**config.mk**
```make
export PLATFORM = sky130hd
export DESIGN_NAME = keypad_scanner_flat
export DESIGN_NICKNAME = d
export VERILOG_FILES = /design/src/rtl/keypad_scanner_if.sv /design/src/rtl/keypad_scanner.sv /design/src/flat_wrapper.sv
export SDC_FILE = /design/constraint.sdc
export NUM_CORES = 1
export LEC_CHECK = 0
export ABC_AREA = 1
export ABC_CLOCK_PERIOD_IN_PS = 4500
export BUFFER_PORTS_ARGS = -buffer_cell sky130_fd_sc_hd__buf_2
export CELL_PAD_IN_SITES_DETAIL_PLACEMENT = 1
export CELL_PAD_IN_SITES_GLOBAL_PLACEMENT = 1
export CORE_UTILIZATION = 30
export CTS_CLUSTER_DIAMETER = 100
export CTS_CLUSTER_SIZE = 24
export DETAILED_ROUTE_END_ITERATION = 8
export PLACE_DENSITY_LB_ADDON = 0.1
export SETUP_SLACK_MARGIN = 0.05
export SYNTH_ARGS = -nofsm -noshare
export SYNTH_HDL_FRONTEND = slang
export SYNTH_SLANG_ARGS = --single-unit
```
**constraint.sdc**
```tcl
create_clock -name clk -period 4.5 [get_ports clk]
set_input_delay 0.45 -clock clk [delete_from_list [all_inputs] [get_ports clk]]
set_output_delay 0.45 -clock clk [all_outputs]
set_load 0.05 [all_outputs]
```
**src/rtl/keypad_scanner_if.sv**
```systemverilog
// Pin-side bundle for the 4x4 hex keypad scanner: row strobes, column sense and
// the debounced key matrix presented to the CPU.
interface keypad_scanner_if;
  logic [3:0]  row_n;
  logic [3:0]  col_n;
  logic [15:0] keypad_matrix;
  logic        key_event;
  logic        scan_done;

  modport master (
    output row_n,
    output keypad_matrix,
    output key_event,
    output scan_done,
    input  col_n
  );

  modport slave (
    input  row_n,
    input  keypad_matrix,
    input  key_event,
    input  scan_done,
    output col_n
  );
endinterface

```
**src/rtl/keypad_scanner.sv**
```systemverilog
// Strobes the keypad rows one at a time, samples the synchronised columns, and debounces
// each of the 16 keys over whole scans before exposing them as keypad_matrix.
module keypad_scanner #(
  parameter int unsigned SETTLE_CYCLES  = 256,
  parameter int unsigned DEBOUNCE_COUNT = 4
) (
  input  logic             clk,
  input  logic             reset,
  keypad_scanner_if.master bus
);

  localparam int unsigned   SettleW    = $clog2(SETTLE_CYCLES);
  localparam logic [SettleW-1:0] SettleLast = SettleW'(SETTLE_CYCLES - 1);
  localparam logic [3:0]    DebTarget  = 4'(DEBOUNCE_COUNT);

  typedef enum logic [0:0] {
    StScan,
    StUpdate
  } state_e;

  // Physical position (row, col) to CHIP-8 key index.
  function automatic logic [3:0] key_idx(input logic [1:0] row, input logic [1:0] col);
    logic [3:0] idx;
    idx = 4'h0;
    case ({row, col})
      4'b00_00: idx = 4'h1;
      4'b00_01: idx = 4'h2;
      4'b00_10: idx = 4'h3;
      4'b00_11: idx = 4'hC;
      4'b01_00: idx = 4'h4;
      4'b01_01: idx = 4'h5;
      4'b01_10: idx = 4'h6;
      4'b01_11: idx = 4'hD;
      4'b10_00: idx = 4'h7;
      4'b10_01: idx = 4'h8;
      4'b10_10: idx = 4'h9;
      4'b10_11: idx = 4'hE;
      4'b11_00: idx = 4'hA;
      4'b11_01: idx = 4'h0;
      4'b11_10: idx = 4'hB;
      4'b11_11: idx = 4'hF;
      default:  idx = 4'h0;
    endcase
    return idx;
  endfunction

  logic [3:0]         r_col_meta;
  logic [3:0]         r_col_sync;
  state_e             r_state;
  logic [SettleW-1:0] r_settle;
  logic [1:0]         r_row;
  logic [3:0]         r_row_n;
  logic [15:0]        r_raw;
  logic [15:0]        r_stable;
  logic [3:0]         r_cnt [16];
  logic               r_key_event;

  state_e             w_state_d;
  logic [SettleW-1:0] w_settle_d;
  logic [1:0]         w_row_d;
  logic [3:0]         w_row_n_d;
  logic [15:0]        w_raw_d;
  logic [15:0]        w_stable_d;
  logic [3:0]         w_cnt_d [16];
  logic               w_key_event_d;
  logic               w_scan_done;

  always_comb begin
    w_state_d     = r_state;
    w_settle_d    = r_settle;
    w_row_d       = r_row;
    w_row_n_d     = r_row_n;
    w_raw_d       = r_raw;
    w_stable_d    = r_stable;
    w_cnt_d       = r_cnt;
    w_key_event_d = 1'b0;
    w_scan_done   = 1'b0;

    unique case (r_state)
      StScan: begin
        if (r_settle == SettleLast) begin
          for (int c = 0; c < 4; c++) begin
            w_raw_d[key_idx(r_row, 2'(c))] = ~r_col_sync[c];
          end
          w_settle_d = '0;
          if (r_row == 2'd3) begin
            w_row_d   = 2'd0;
            w_row_n_d = 4'b1110;
            w_state_d = StUpdate;
          end else begin
            w_row_d   = r_row + 2'd1;
            w_row_n_d = {r_row_n[2:0], r_row_n[3]};
          end
        end else begin
          w_settle_d = r_settle + 1'b1;
        end
      end

      StUpdate: begin
        w_scan_done = 1'b1;
        w_state_d   = StScan;
        // Any scan that agrees with the stable value restarts that key's count.
        for (int k = 0; k < 16; k++) begin
          if (r_raw[k] == r_stable[k]) begin
            w_cnt_d[k] = 4'd0;
          end else if (r_cnt[k] + 4'd1 == DebTarget) begin
            w_stable_d[k] = ~r_stable[k];
            w_cnt_d[k]    = 4'd0;
          end else begin
            w_cnt_d[k] = r_cnt[k] + 4'd1;
          end
        end
        w_key_event_d = (w_stable_d != r_stable);
      end

      default: w_state_d = StScan;
    endcase
  end

  always_ff @(posedge clk or posedge reset) begin
    if (reset) begin
      r_col_meta  <= 4'hF;
      r_col_sync  <= 4'hF;
      r_state     <= StScan;
      r_settle    <= '0;
      r_row       <= 2'd0;
      r_row_n     <= 4'b1110;
      r_raw       <= '0;
      r_stable    <= '0;
      r_cnt       <= '{default: 4'd0};
      r_key_event <= 1'b0;
    end else begin
      r_col_meta  <= bus.col_n;
      r_col_sync  <= r_col_meta;
      r_state     <= w_state_d;
      r_settle    <= w_settle_d;
      r_row       <= w_row_d;
      r_row_n     <= w_row_n_d;
      r_raw       <= w_raw_d;
      r_stable    <= w_stable_d;
      r_cnt       <= w_cnt_d;
      r_key_event <= w_key_event_d;
    end
  end

  assign bus.row_n         = r_row_n;
  assign bus.keypad_matrix = r_stable;
  assign bus.key_event     = r_key_event;
  assign bus.scan_done     = w_scan_done;

endmodule

```
**src/flat_wrapper.sv**
```systemverilog
// flat-port wrapper written by rule: the top's interface ports become plain ports
module keypad_scanner_flat 
#(
  parameter int unsigned SETTLE_CYCLES  = 256,
  parameter int unsigned DEBOUNCE_COUNT = 4
)
  (clk, reset, bus_row_n, bus_keypad_matrix, bus_key_event, bus_scan_done, bus_col_n);
  keypad_scanner_if bus_i ();
  input  logic clk;
  input  logic reset;
  output wire logic [$bits(bus_i.row_n)-1:0] bus_row_n;
  output wire logic [$bits(bus_i.keypad_matrix)-1:0] bus_keypad_matrix;
  output wire logic [$bits(bus_i.key_event)-1:0] bus_key_event;
  output wire logic [$bits(bus_i.scan_done)-1:0] bus_scan_done;
  input wire logic [$bits(bus_i.col_n)-1:0] bus_col_n;
  assign bus_row_n = bus_i.row_n;
  assign bus_keypad_matrix = bus_i.keypad_matrix;
  assign bus_key_event = bus_i.key_event;
  assign bus_scan_done = bus_i.scan_done;
  assign bus_i.col_n = bus_col_n;
  keypad_scanner #(.SETTLE_CYCLES(SETTLE_CYCLES), .DEBOUNCE_COUNT(DEBOUNCE_COUNT)) u_core (.clk(clk), .reset(reset), .bus(bus_i));
endmodule
```
==> results.py, run 1 <==
metrics = {
    "synthesis": {
        "syn_nets": 819,
        "synth_cell_type_count": 34,
        "ys_ff_latch": 120,
        "synth_area_leaders": "dfrtp_1 42%, nand2_1 11%, ha_1 7.9%, inv_1 6.9%, dfstp_2 4.5%",
        "synthArstFlopShare": 1.000,
        "synth_top_area_frac": 0.4206,
        "synth_area_um2": 6485,
        "synth_ff_type": "dfrtp_1",
        "yosysTopAreaCell": "dfrtp_1",
        "synth_edf_count": 0,
        "ys_warn_count": 0,
        "synthCells": 772,
        "avgSynthCellArea_um2": 8.400,
        "ys_seq_area_frac": 0.4652,
    },
    "timing": {
        "rsz0062_at_grt": "false",
        "tightest_slew_ns": 1.024,
        "finalSetupTns_ns": 0,
        "clock_skew_ns": 0.01406,
        "finalHoldWorstSlack_ns": 0.1277,
        "finalSetupViolations": 0,
        "max_slew_margin": 0.3131,
        "post-route-period-util": 0.4990,
        "fin_ws_ns": 2.255,
        "min_period_ns": 2.245,
        "fmax_mhz": 445.3,
        "hold_viol": 0,
        "final_max_slew_viol_count": 0,
    },
    "route": {
        "route.detailed.drc": 0,
        "ant_nets": 0,
        "vias": 5188,
        "drt-initial-drc-count": 177,
        "wl_per_cell_um": 14.57,
        "wl_um": 15930,
        "dr.pass1.iters": 4,
        "vias_per_cell": 4.747,
    },
    "pwr": {
        "power_frac_seq": 0.452,
        "p_leak_nw": 3.753,
        "power_switching_w": 0.0004984,
        "power.density_cell_area_nw_per_um2": 322.2,
        "p_sw_frac": 0.2067,
        "power_w": 0.002411,
        "ir_worst_vdd_v": 0.0002292,
        "comb_power_share": 0.012,
        "power_frac_clock": 0.536,
        "p_int_w": 0.001913,
    },
    "cells_and_area": {
        "seq_area_um2": 3018,
        "syn_to_final_growth_pct": 15.38,
        "diodes": 0,
        "final_layout_size_suffix_gt1_frac": 0.09902,
        "multi_input_area_um2": 2943,
        "final_net_count": 855,
        "nFillCells": 2518,
    },
    "clocking": {
        "cts_root_buf": "clkbuf_16",
        "cts_tree": "built",
        "cts.path.max_buffers": 2,
        "post_cts_resized": 0,
        "post_cts_buffers": 0,
        "ctsHtreeMaxLevel": 4,
        "cts.sinks": 120,
        "path_clk_slew_ns": 0.06,
        "clk_latency_ns": 0.42,
        "hold_buffers": 0,
        "numCtsBuffers": 17,
    },
    "floorplan": {
        "dieArea_um2": 22210,
        "start_util": 0.3075,
        "fp.dieW_um": 149.0,
        "die-height_um": 149.0,
        "row_count": 53,
        "io_pins": 28,
        "coreArea_um2": 21090,
    },
    "outcome": {
        "status": "finished, final reports clean",
    },
    "critical_path": {
        "critPathMaxFanout": 33,
        "r2r_start": "u_core.r_state",
        "timing.critical_path.from": "u_core.r_state",
        "worstPathRequired_ns": 4.80,
        "cp_data_arrival_time_ns": 2.55,
        "end_kind": "register",
        "path_class": "reg2reg",
        "critPathLaunchType": "register",
    },
    "grt": {
        "grt_max_degree": 65,
        "grt-ovfl-total": 0,
        "grt_usage": 0.1574,
        "antenna_found_initial": 0,
        "grt_pass1_vias": 5661,
        "grt_pass1_wl_um": 27410,
    },
    "place": {
        "numPortBuffers": 27,
        "place.detailed.hpwl_um": 11330,
        "dp_slack_ns": 2.182,
        "globalplace.congestion": 0.8287,
    },
    "hold_path": {
        "holdCritPathClass": "in2reg",
        "min-delay-start": "bus_col_n[1]",
    },
    "run": {
        "cap_violations": 0,
    },
}
-- area by class of cell --
class / count / share of cell area
clock buffer: 26 / 0.06806
clock inverter: 3 / 0.005351
inverter: 122 / 0.06187
multi-input combinational: 516 / 0.3933
sequential: 120 / 0.4033
tap: 275 / 0.04599
timing repair buffer: 31 / 0.02207
-- synth_stat cells (5+ instances only) --
| cell | instances |
|---|---|
| a21oi_1 | 7 |
| a22o_1 | 12 |
| buf_1 | 5 |
| dfrtp_1 | 109 |
| dfstp_2 | 11 |
| ha_1 | 41 |
| inv_1 | 120 |
| mux2i_1 | 11 |
| nand2_1 | 196 |
| nand3_1 | 43 |
| nand4_1 | 19 |
| nor2_1 | 52 |
| o211ai_1 | 6 |
| o21ai_0 | 54 |
| o22ai_1 | 32 |
| xor2_1 | 18 |
-- cells in the final DEF (no fill, tap or decap), types with 5 or more instances in the layout --
master     netlist  routed
a21oi_1          7       7
a22o_1          12      12
buf_2            4      27
clkbuf_16        0      17
clkbuf_8         0       5
dfrtp_1        109     108
dfstp_2         11      11
ha_1            41      41
inv_1          120     118
mux2i_1         11      11
nand2_1        196     196
nand3_1         43      43
nand4_1         19      19
nor2_1          52      52
o211ai_1         6       6
o21ai_0         54      54
o22ai_1         32      32
xor2_1          18      18
-- metal layers --
metal / up-vias / part of all wire / GRT usage
met5: - / 0 / 0
met2: 62 / 0.47 / 0.2628
met3: 31 / 0.017 / 0.02844
met4: 0 / 0.024 / 0.07245
li1: 2579 / - / -
met1: 2516 / 0.49 / 0.1967
-- path summary, 6_finish.rpt --
check | end | slack [ns] | depth (start not counted)
setup / recovery | u_core.bus.keypad_matrix[13] | 2.25 | 5
hold / removal | u_core.r_col_meta[1] | 0.13 | 1
setup reg to reg | u_core.bus.keypad_matrix[13] | 2.25 | 5
hold reg to reg | u_core.r_col_sync[2] | 0.35 | 0
max in group asynchronous | u_core.r_cnt[41] | 3.30 | 3
min in group asynchronous | u_core.r_settle[6] | 0.21 | 2
-- power groups by stage --
stage | sequential, W | combinational [W] | clock (W)
floorplan | 0.00111 | 0.0000182 | 0
global placement | 0.00111 | 0.0000319 | 0
detailed placement | 0.00111 | 0.0000321 | 0
CTS | 0.00109 | 0.0000321 | 0.00134
global route | 0.00109 | 0.0000353 | 0.00138
finish | 0.00109 | 0.0000296 | 0.00129
-- worst max-delay path, stage by stage (launching register included) --
cell      delay (ns)
dfrtp_2         0.35
clkinv_1        0.78
buf_4           0.57
nor2_1          0.18
mux2i_1         0.20
inv_1           0.05
-- sequential cells by signal (all words and copies together) (netlist names) --
name and count:
u_core.bus.key_event 1, u_core.bus.keypad_matrix 16, u_core.bus.row_n 4, u_core.r_cnt 64, u_core.r_col_meta 4, u_core.r_col_sync 4, u_core.r_raw 16, u_core.r_row 2
u_core.r_settle 8, u_core.r_state 1
-- logic make-up after synthesis --
group | after synthesis | share of synthesized area
adders and majority gates | 41 | 0.07910
AOI/OAI and AO/OA | 120 | 0.1115
DFF | 120 | 0.4652
buffers and inverters | 136 | 0.08103
muxes | 11 | 0.01698
xor gates and xnor gates | 20 | 0.02701
and+or+nand+nor | 324 | 0.2192
-- per-stage QoR --
stage               cell area, um2  utilization  cells
global placement              6933       0.3288   1064
finish                        7482       0.3548   1093
detailed placement            6933       0.3288   1064
floorplan                     6485            -    772
global route                  7482       0.3548   1093
CTS                           7482       0.3548   1093
(Power assumes the default switching activity.)
==> inputs of run 2 (changes only) <==
--- a/config.mk
+++ b/config.mk
@@ -6,7 +6,7 @@
 export NUM_CORES = 1
 export LEC_CHECK = 0
 export ABC_AREA = 1
-export ABC_CLOCK_PERIOD_IN_PS = 4500
+export ABC_CLOCK_PERIOD_IN_PS = 2300
 export BUFFER_PORTS_ARGS = -buffer_cell sky130_fd_sc_hd__buf_2
 export CELL_PAD_IN_SITES_DETAIL_PLACEMENT = 1
 export CELL_PAD_IN_SITES_GLOBAL_PLACEMENT = 1
==> constraint.sdc (replaced) <==
create_clock -name clk -period 2.3 [get_ports clk]
set_input_delay 0.23 -clock clk [delete_from_list [all_inputs] [get_ports clk]]
set_output_delay 0.23 -clock clk [all_outputs]
set_load 0.05 [all_outputs]
==> run 2 against run 1 <==
Against the previous run: die area unchanged; routed wire length increased by 1.0%; clock-buffer cell count shrank 3; global-route usage is 0.27 points higher; critical endpoint is now u_core.r_raw[12]; largest power group unchanged.
==> results.py, run 2 (synthesis gave the netlist of run 1 again) <==
metrics = {
    "clocking": {
        "path_clk_slew_ns": 0.05,
        "numCtsBuffers": 17,
        "cts.sinks": 120,
        "clk_latency_ns": 0.42,
        "post_cts_buffers": 0,
        "cts_root_buf": "clkbuf_16",
        "ctsHtreeMaxLevel": 4,
        "post_cts_resized": 0,
        "cts_tree": "built",
        "cts.path.max_buffers": 2,
    },
    "floorplan": {
        "die-height_um": 149.0,
        "fp.dieW_um": 149.0,
        "coreArea_um2": 21090,
        "io_pins": 28,
        "row_count": 53,
        "start_util": 0.3075,
        "dieArea_um2": 22210,
    },
    "timing": {
        "post-route-period-util": 0.8167,
        "hold_viol": 0,
        "clock_skew_ns": 0.008319,
        "fmax_mhz": 532.4,
        "tightest_slew_ns": 0.7316,
        "min_period_ns": 1.878,
        "max_slew_margin": 0.5112,
        "finalHoldWorstSlack_ns": 0.3548,
        "final_max_slew_viol_count": 0,
        "finalSetupViolations": 0,
        "finalSetupTns_ns": 0,
        "rsz0062_at_grt": "false",
    },
    "outcome": {
        "status": "finished, final reports clean",
    },
    "place": {
        "dpl_cell_area_um2": 7009,
        "globalplace.congestion": 0.8507,
        "numPortBuffers": 27,
        "placed_cells": 1069,
        "place.detailed.hpwl_um": 11750,
    },
    "route": {
        "dr.pass1.iters": 4,
        "route.detailed.drc": 0,
        "ant_nets": 0,
        "vias_per_cell": 4.711,
        "wl_um": 16090,
        "drt-initial-drc-count": 156,
        "wl_per_cell_um": 14.54,
        "vias": 5210,
    },
    "cells_and_area": {
        "final_cells": 1106,
        "final_common_cell": "nand2_1",
        "design_area_um2": 7697,
        "syn_to_final_growth_pct": 18.70,
        "mostFrequentLayoutCells": "196 x nand2_1, 118 x inv_1, 108 x dfrtp_1",
        "diodes": 0,
        "largest_reg_flops": 64,
        "final_net_count": 865,
        "final_layout_size_suffix_gt1_frac": 0.1083,
        "regMostFlops": "u_core.r_cnt",
    },
    "critical_path": {
        "critPathMaxFanout": 6,
        "critPathLaunchType": "register",
        "worstPathRequired_ns": 2.62,
        "path_class": "reg2reg",
        "cp_data_arrival_time_ns": 2.20,
        "end_kind": "register",
    },
    "pwr": {
        "ir_worst_vdd_v": 0.0004883,
        "power_w": 0.005135,
        "power.density_cell_area_nw_per_um2": 667.2,
        "p_leak_nw": 3.849,
    },
    "grt": {
        "grt_pass1_wl_um": 27710,
        "grt_usage": 0.1601,
        "grt_pass1_vias": 5586,
        "antenna_found_initial": 0,
        "grt_max_degree": 43,
        "grt-ovfl-total": 0,
    },
    "hold_path": {
        "holdCritPathClass": "reg2reg",
    },
    "run": {
        "cap_violations": 0,
    },
}
run 2: cell types whose count changed in the layout (fill, tap and decap cells not counted):
cell	previous run	this run
buf_12	0	3
inv_4	2	1
inv_2	1	2
clkbuf_8	5	2
dlygate4sd3_1	0	5
clkinv_1	1	0
clkinvlp_4	0	1
buf_4	4	6
clkinv_2	2	4
bufinv_16	1	5
run 2: metrics by stage:
| stage | util | setup slack [ns] |
|---|---|---|
| 2_1_floorplan | - | 0.6096 |
| 3_3_place_gp | 0.3324 | 0.5902 |
| 3_5_place_dp | 0.3324 | 0.4938 |
| 5_1_grt | 0.3650 | 0.2070 |
| 4_1_cts | 0.3650 | 0.4474 |
| 6_report | 0.3650 | 0.4216 |
run 2: layer usage:
metal  wire length, um  vias to the layer above  global-route usage
li1                  -                     2607                   -
met1              7709                     2544              0.2027
met2              7803                       45              0.2670
met3               365                       14             0.04006
met4               206                        0             0.04898
met5                 0                        -                   0
run 2: layout make-up:
type | instances | area, um2
Fill cell | 2509 | 13390
Timing Repair Buffer | 41 | 290.3
Clock inverter | 9 | 170.2
Tap cell | 275 | 344.1
Multi-Input combinational cell | 516 | 2943
Inverter | 122 | 464.2
Clock buffer | 23 | 467.9
Sequential cell | 120 | 3018
run 2: critical path, cell delays in order (launching register included):
cell	delay, ns
dfrtp_1	0.43
inv_1	0.16
ha_1	0.36
inv_1	0.06
nor2_1	0.19
nand2_1	0.08
o21ai_0	0.18
o21ai_0	0.13
o21ai_0	0.19
run 2: report_power, final:
part | total [W] | switching, W | internal (W)
Clock | 0.00293 | 0.000958 | 0.00197
Combinational | 0.0000724 | 0.0000530 | 0.0000194
Sequential | 0.00213 | 0.00000567 | 0.00213
run 2: worst paths after layout:
| check | cells past startpoint | slack, ns | endpoint | start |
|---|---|---|---|---|
| worst min-delay path | 0 | 0.35 | u_core.r_col_sync[0] | u_core.r_col_meta[0] |
| worst min register to register | 0 | 0.35 | u_core.r_col_sync[0] | u_core.r_col_meta[0] |
| worst max register to register | 8 | 0.42 | u_core.r_raw[12] | u_core.r_row[0] |
| max in group asynchronous | 4 | 1.11 | u_core.r_cnt[48] | reset |
| worst max-delay path | 8 | 0.42 | u_core.r_raw[12] | u_core.r_row[0] |
| min in group asynchronous | 3 | 0.48 | u_core.r_cnt[61] | reset |
run 2: what timing repair did:
item | 4_1_cts | 5_1_grt
setup endpoints to repair | 0 | 0
hold buffers | 5 | 0
endpoints found under the hold margin | 29 | 0
==> inputs of run 3 (changes only) <==
--- a/config.mk
+++ b/config.mk
@@ -6,7 +6,7 @@
 export NUM_CORES = 1
 export LEC_CHECK = 0
 export ABC_AREA = 1
-export ABC_CLOCK_PERIOD_IN_PS = 2300
+export ABC_CLOCK_PERIOD_IN_PS = 1820
 export BUFFER_PORTS_ARGS = -buffer_cell sky130_fd_sc_hd__buf_2
 export CELL_PAD_IN_SITES_DETAIL_PLACEMENT = 1
 export CELL_PAD_IN_SITES_GLOBAL_PLACEMENT = 1
==> constraint.sdc (replaced) <==
create_clock -name clk -period 1.82 [get_ports clk]
set_input_delay 0.182 -clock clk [delete_from_list [all_inputs] [get_ports clk]]
set_output_delay 0.182 -clock clk [all_outputs]
set_load 0.05 [all_outputs]
==> run 3 against run 2 <==
Against the previous run: clock-buffer cell count is 1 higher; design area is 0.83% lower; clock skew is 0.0013 ns higher; largest cell class unchanged; first-iteration DRC count is 18% higher; cell count is 0.18% higher; die area stayed put; power is 13% higher; worst hold slack better by 0.00071 ns; routed wire length is 0.37% lower; largest power group unchanged; core utilization is 0.30 points lower.
==> results.py, run 3 (synthesis gave the netlist of run 1 again) <==
metrics = {
    "outcome": {
        "status": "finished, final reports clean",
    },
    "clocking": {
        "cts.path.max_buffers": 2,
        "path_clk_slew_ns": 0.05,
        "cts_root_buf": "clkbuf_16",
        "cts_tree": "built",
        "cts.sinks": 120,
        "clk_latency_ns": 0.41,
        "ctsHtreeMaxLevel": 4,
        "numCtsBuffers": 17,
    },
    "route": {
        "vias_per_cell": 4.779,
        "ant_nets": 0,
        "drt-initial-drc-count": 184,
        "wl_per_cell_um": 14.46,
        "wl_um": 16030,
        "vias": 5295,
        "dr.pass1.iters": 4,
        "route.detailed.drc": 0,
    },
    "pwr": {
        "p_leak_nw": 3.811,
        "ir_worst_vdd_v": 0.0005686,
        "power.density_cell_area_nw_per_um2": 761.1,
    },
    "critical_path": {
        "r2r_setup_slack_ns": 0.14,
        "worstPathRequired_ns": 1.64,
        "cp_slowest_cell": "dfrtp_2",
        "endpoint": "bus_scan_done",
        "critPathTopFamily": "buffers and inverters",
        "critPathLaunchType": "register",
        "rr_worst_depth": 9,
        "end_kind": "primary output",
        "cp.depth": 2,
        "critPathMaxFanout": 18,
        "crit_chain": "buf_4 -> buf_2",
        "path_class": "reg2out",
        "critical_path_buf_inv_count": 2,
        "timing.critical_path.from": "u_core.r_state",
        "r2r_end": "u_core.r_raw[1]",
        "cp_data_arrival_time_ns": 1.50,
        "max_stage_delay_ns": 0.49,
        "r2r_start": "u_core.r_settle[1]",
    },
    "timing": {
        "post-route-period-util": 0.9266,
        "fmax_mhz": 593.0,
        "finalSetupViolations": 0,
        "hold_viol": 0,
        "fin_ws_ns": 0.1335,
        "min_period_ns": 1.686,
        "max_slew_margin": 0.5984,
        "clock_skew_ns": 0.009596,
        "final_max_slew_viol_count": 0,
        "finalHoldWorstSlack_ns": 0.3555,
        "rsz0062_at_grt": "true",
        "tightest_slew_ns": 0.6024,
    },
    "cells_and_area": {
        "regMostFlops": "u_core.r_cnt",
        "nFillCells": 2543,
        "mostFrequentLayoutCells": "196 x nand2_1, 115 x inv_1, 106 x dfrtp_1",
        "final_layout_size_suffix_gt1_frac": 0.1200,
        "syn_to_final_growth_pct": 17.71,
        "largest_reg_flops": 64,
        "diodes": 0,
        "final_common_cell": "nand2_1",
        "final_net_count": 870,
    },
    "place": {
        "numPortBuffers": 27,
        "place.detailed.hpwl_um": 11570,
        "dp_slack_ns": 0.07785,
        "globalplace.congestion": 0.8146,
    },
    "floorplan": {
        "start_util": 0.3075,
        "row_count": 53,
        "die-height_um": 149.0,
        "dieArea_um2": 22210,
        "io_pins": 28,
        "coreArea_um2": 21090,
        "fp.dieW_um": 149.0,
    },
    "hold_path": {
        "holdCritPathClass": "reg2reg",
        "whs_path_depth": 0,
    },
    "grt": {
        "antenna_found_initial": 0,
        "grt_usage": 0.1616,
        "grt_pass1_vias": 5759,
        "grt_max_degree": 76,
        "grt-ovfl-total": 0,
        "grt_pass1_wl_um": 28120,
    },
    "run": {
        "cap_violations": 0,
    },
}
[run 3: worst min path at each step]
stage,endpoint,slack [ns],startpoint
5_1_grt,u_core.r_col_sync[0],0.36,u_core.r_col_meta[0]
3_3_place_gp,u_core.r_col_meta[2],0.29,bus_col_n[2]
2_1_floorplan,u_core.r_col_meta[0],0.19,bus_col_n[0]
6_report,u_core.r_col_sync[3],0.36,u_core.r_col_meta[3]
3_5_place_dp,u_core.r_col_meta[3],0.29,bus_col_n[3]
4_1_cts,u_core.r_col_sync[0],0.36,u_core.r_col_meta[0]
[run 3: through the flow]
| stage | std cells | util | total power, W | area [um2] | setup TNS, ns |
|---|---|---|---|---|---|
| floorplan | 772 | - | 0.002782 | 6489 | 0 |
| global placement | 1067 | 0.3317 | 0.002823 | 6994 | 0 |
| detailed placement | 1067 | 0.3317 | 0.002824 | 6994 | 0 |
| CTS | 1101 | 0.3583 | 0.005942 | 7556 | 0 |
| global route | 1108 | 0.3620 | 0.006045 | 7634 | -0.01322 |
| finish | 1108 | 0.3620 | 0.005810 | 7634 | 0 |
[run 3: routing by layer]
metal  vias to the layer above  global-route usage  routed length, um  share of wire
met2                        54              0.2830               7978           0.50
met1                      2596              0.1926               7348           0.46
met5                         -                   0                  0              0
met3                        28             0.03578                387          0.024
li1                       2617                   -                  -              -
met4                         0             0.05918                312          0.019
[run 3: layout make-up]
type                            instances  area [um2]  area share
Timing Repair Buffer                   46       327.8     0.04294
Sequential cell                       120        3020      0.3957
Clock inverter                          5       50.05    0.006556
Multi-Input combinational cell        516        2960      0.3878
Clock buffer                           24       461.7     0.06048
Tap cell                              275       344.1     0.04507
Inverter                              122       469.2     0.06147
[run 3: repair_timing]
item | 4_1_cts | 5_1_grt
hold endpoints to repair | 68 | 0
gates resized for setup | 0 | 14
hold buffers | 5 | 0
setup buffers | 0 | 7
endpoints found under the setup margin | 0 | 17
[run 3: report_power, final]
| part | total (W) | internal [W] | switching [W] | leakage (nW) |
|---|---|---|---|---|
| registers | 0.00270 | 0.00269 | 0.00000744 | 1.62 |
| logic | 0.0000846 | 0.0000189 | 0.0000657 | 1.94 |
| clock network | 0.00303 | 0.00188 | 0.00115 | 0.254 |
| total | 0.00581 | 0.00458 | 0.00123 | 3.81 |
[run 3: worst reg2reg max path, cell delays in order, from the launching register on]
cell and delay, ns:
dfrtp_1 0.37, ha_2 0.20, nand2_2 0.07, nor2_4 0.13
nand3_4 0.12, nor2_8 0.19, inv_8 0.10, nor2_4 0.16
o211ai_1 0.11, o21a_1 0.11
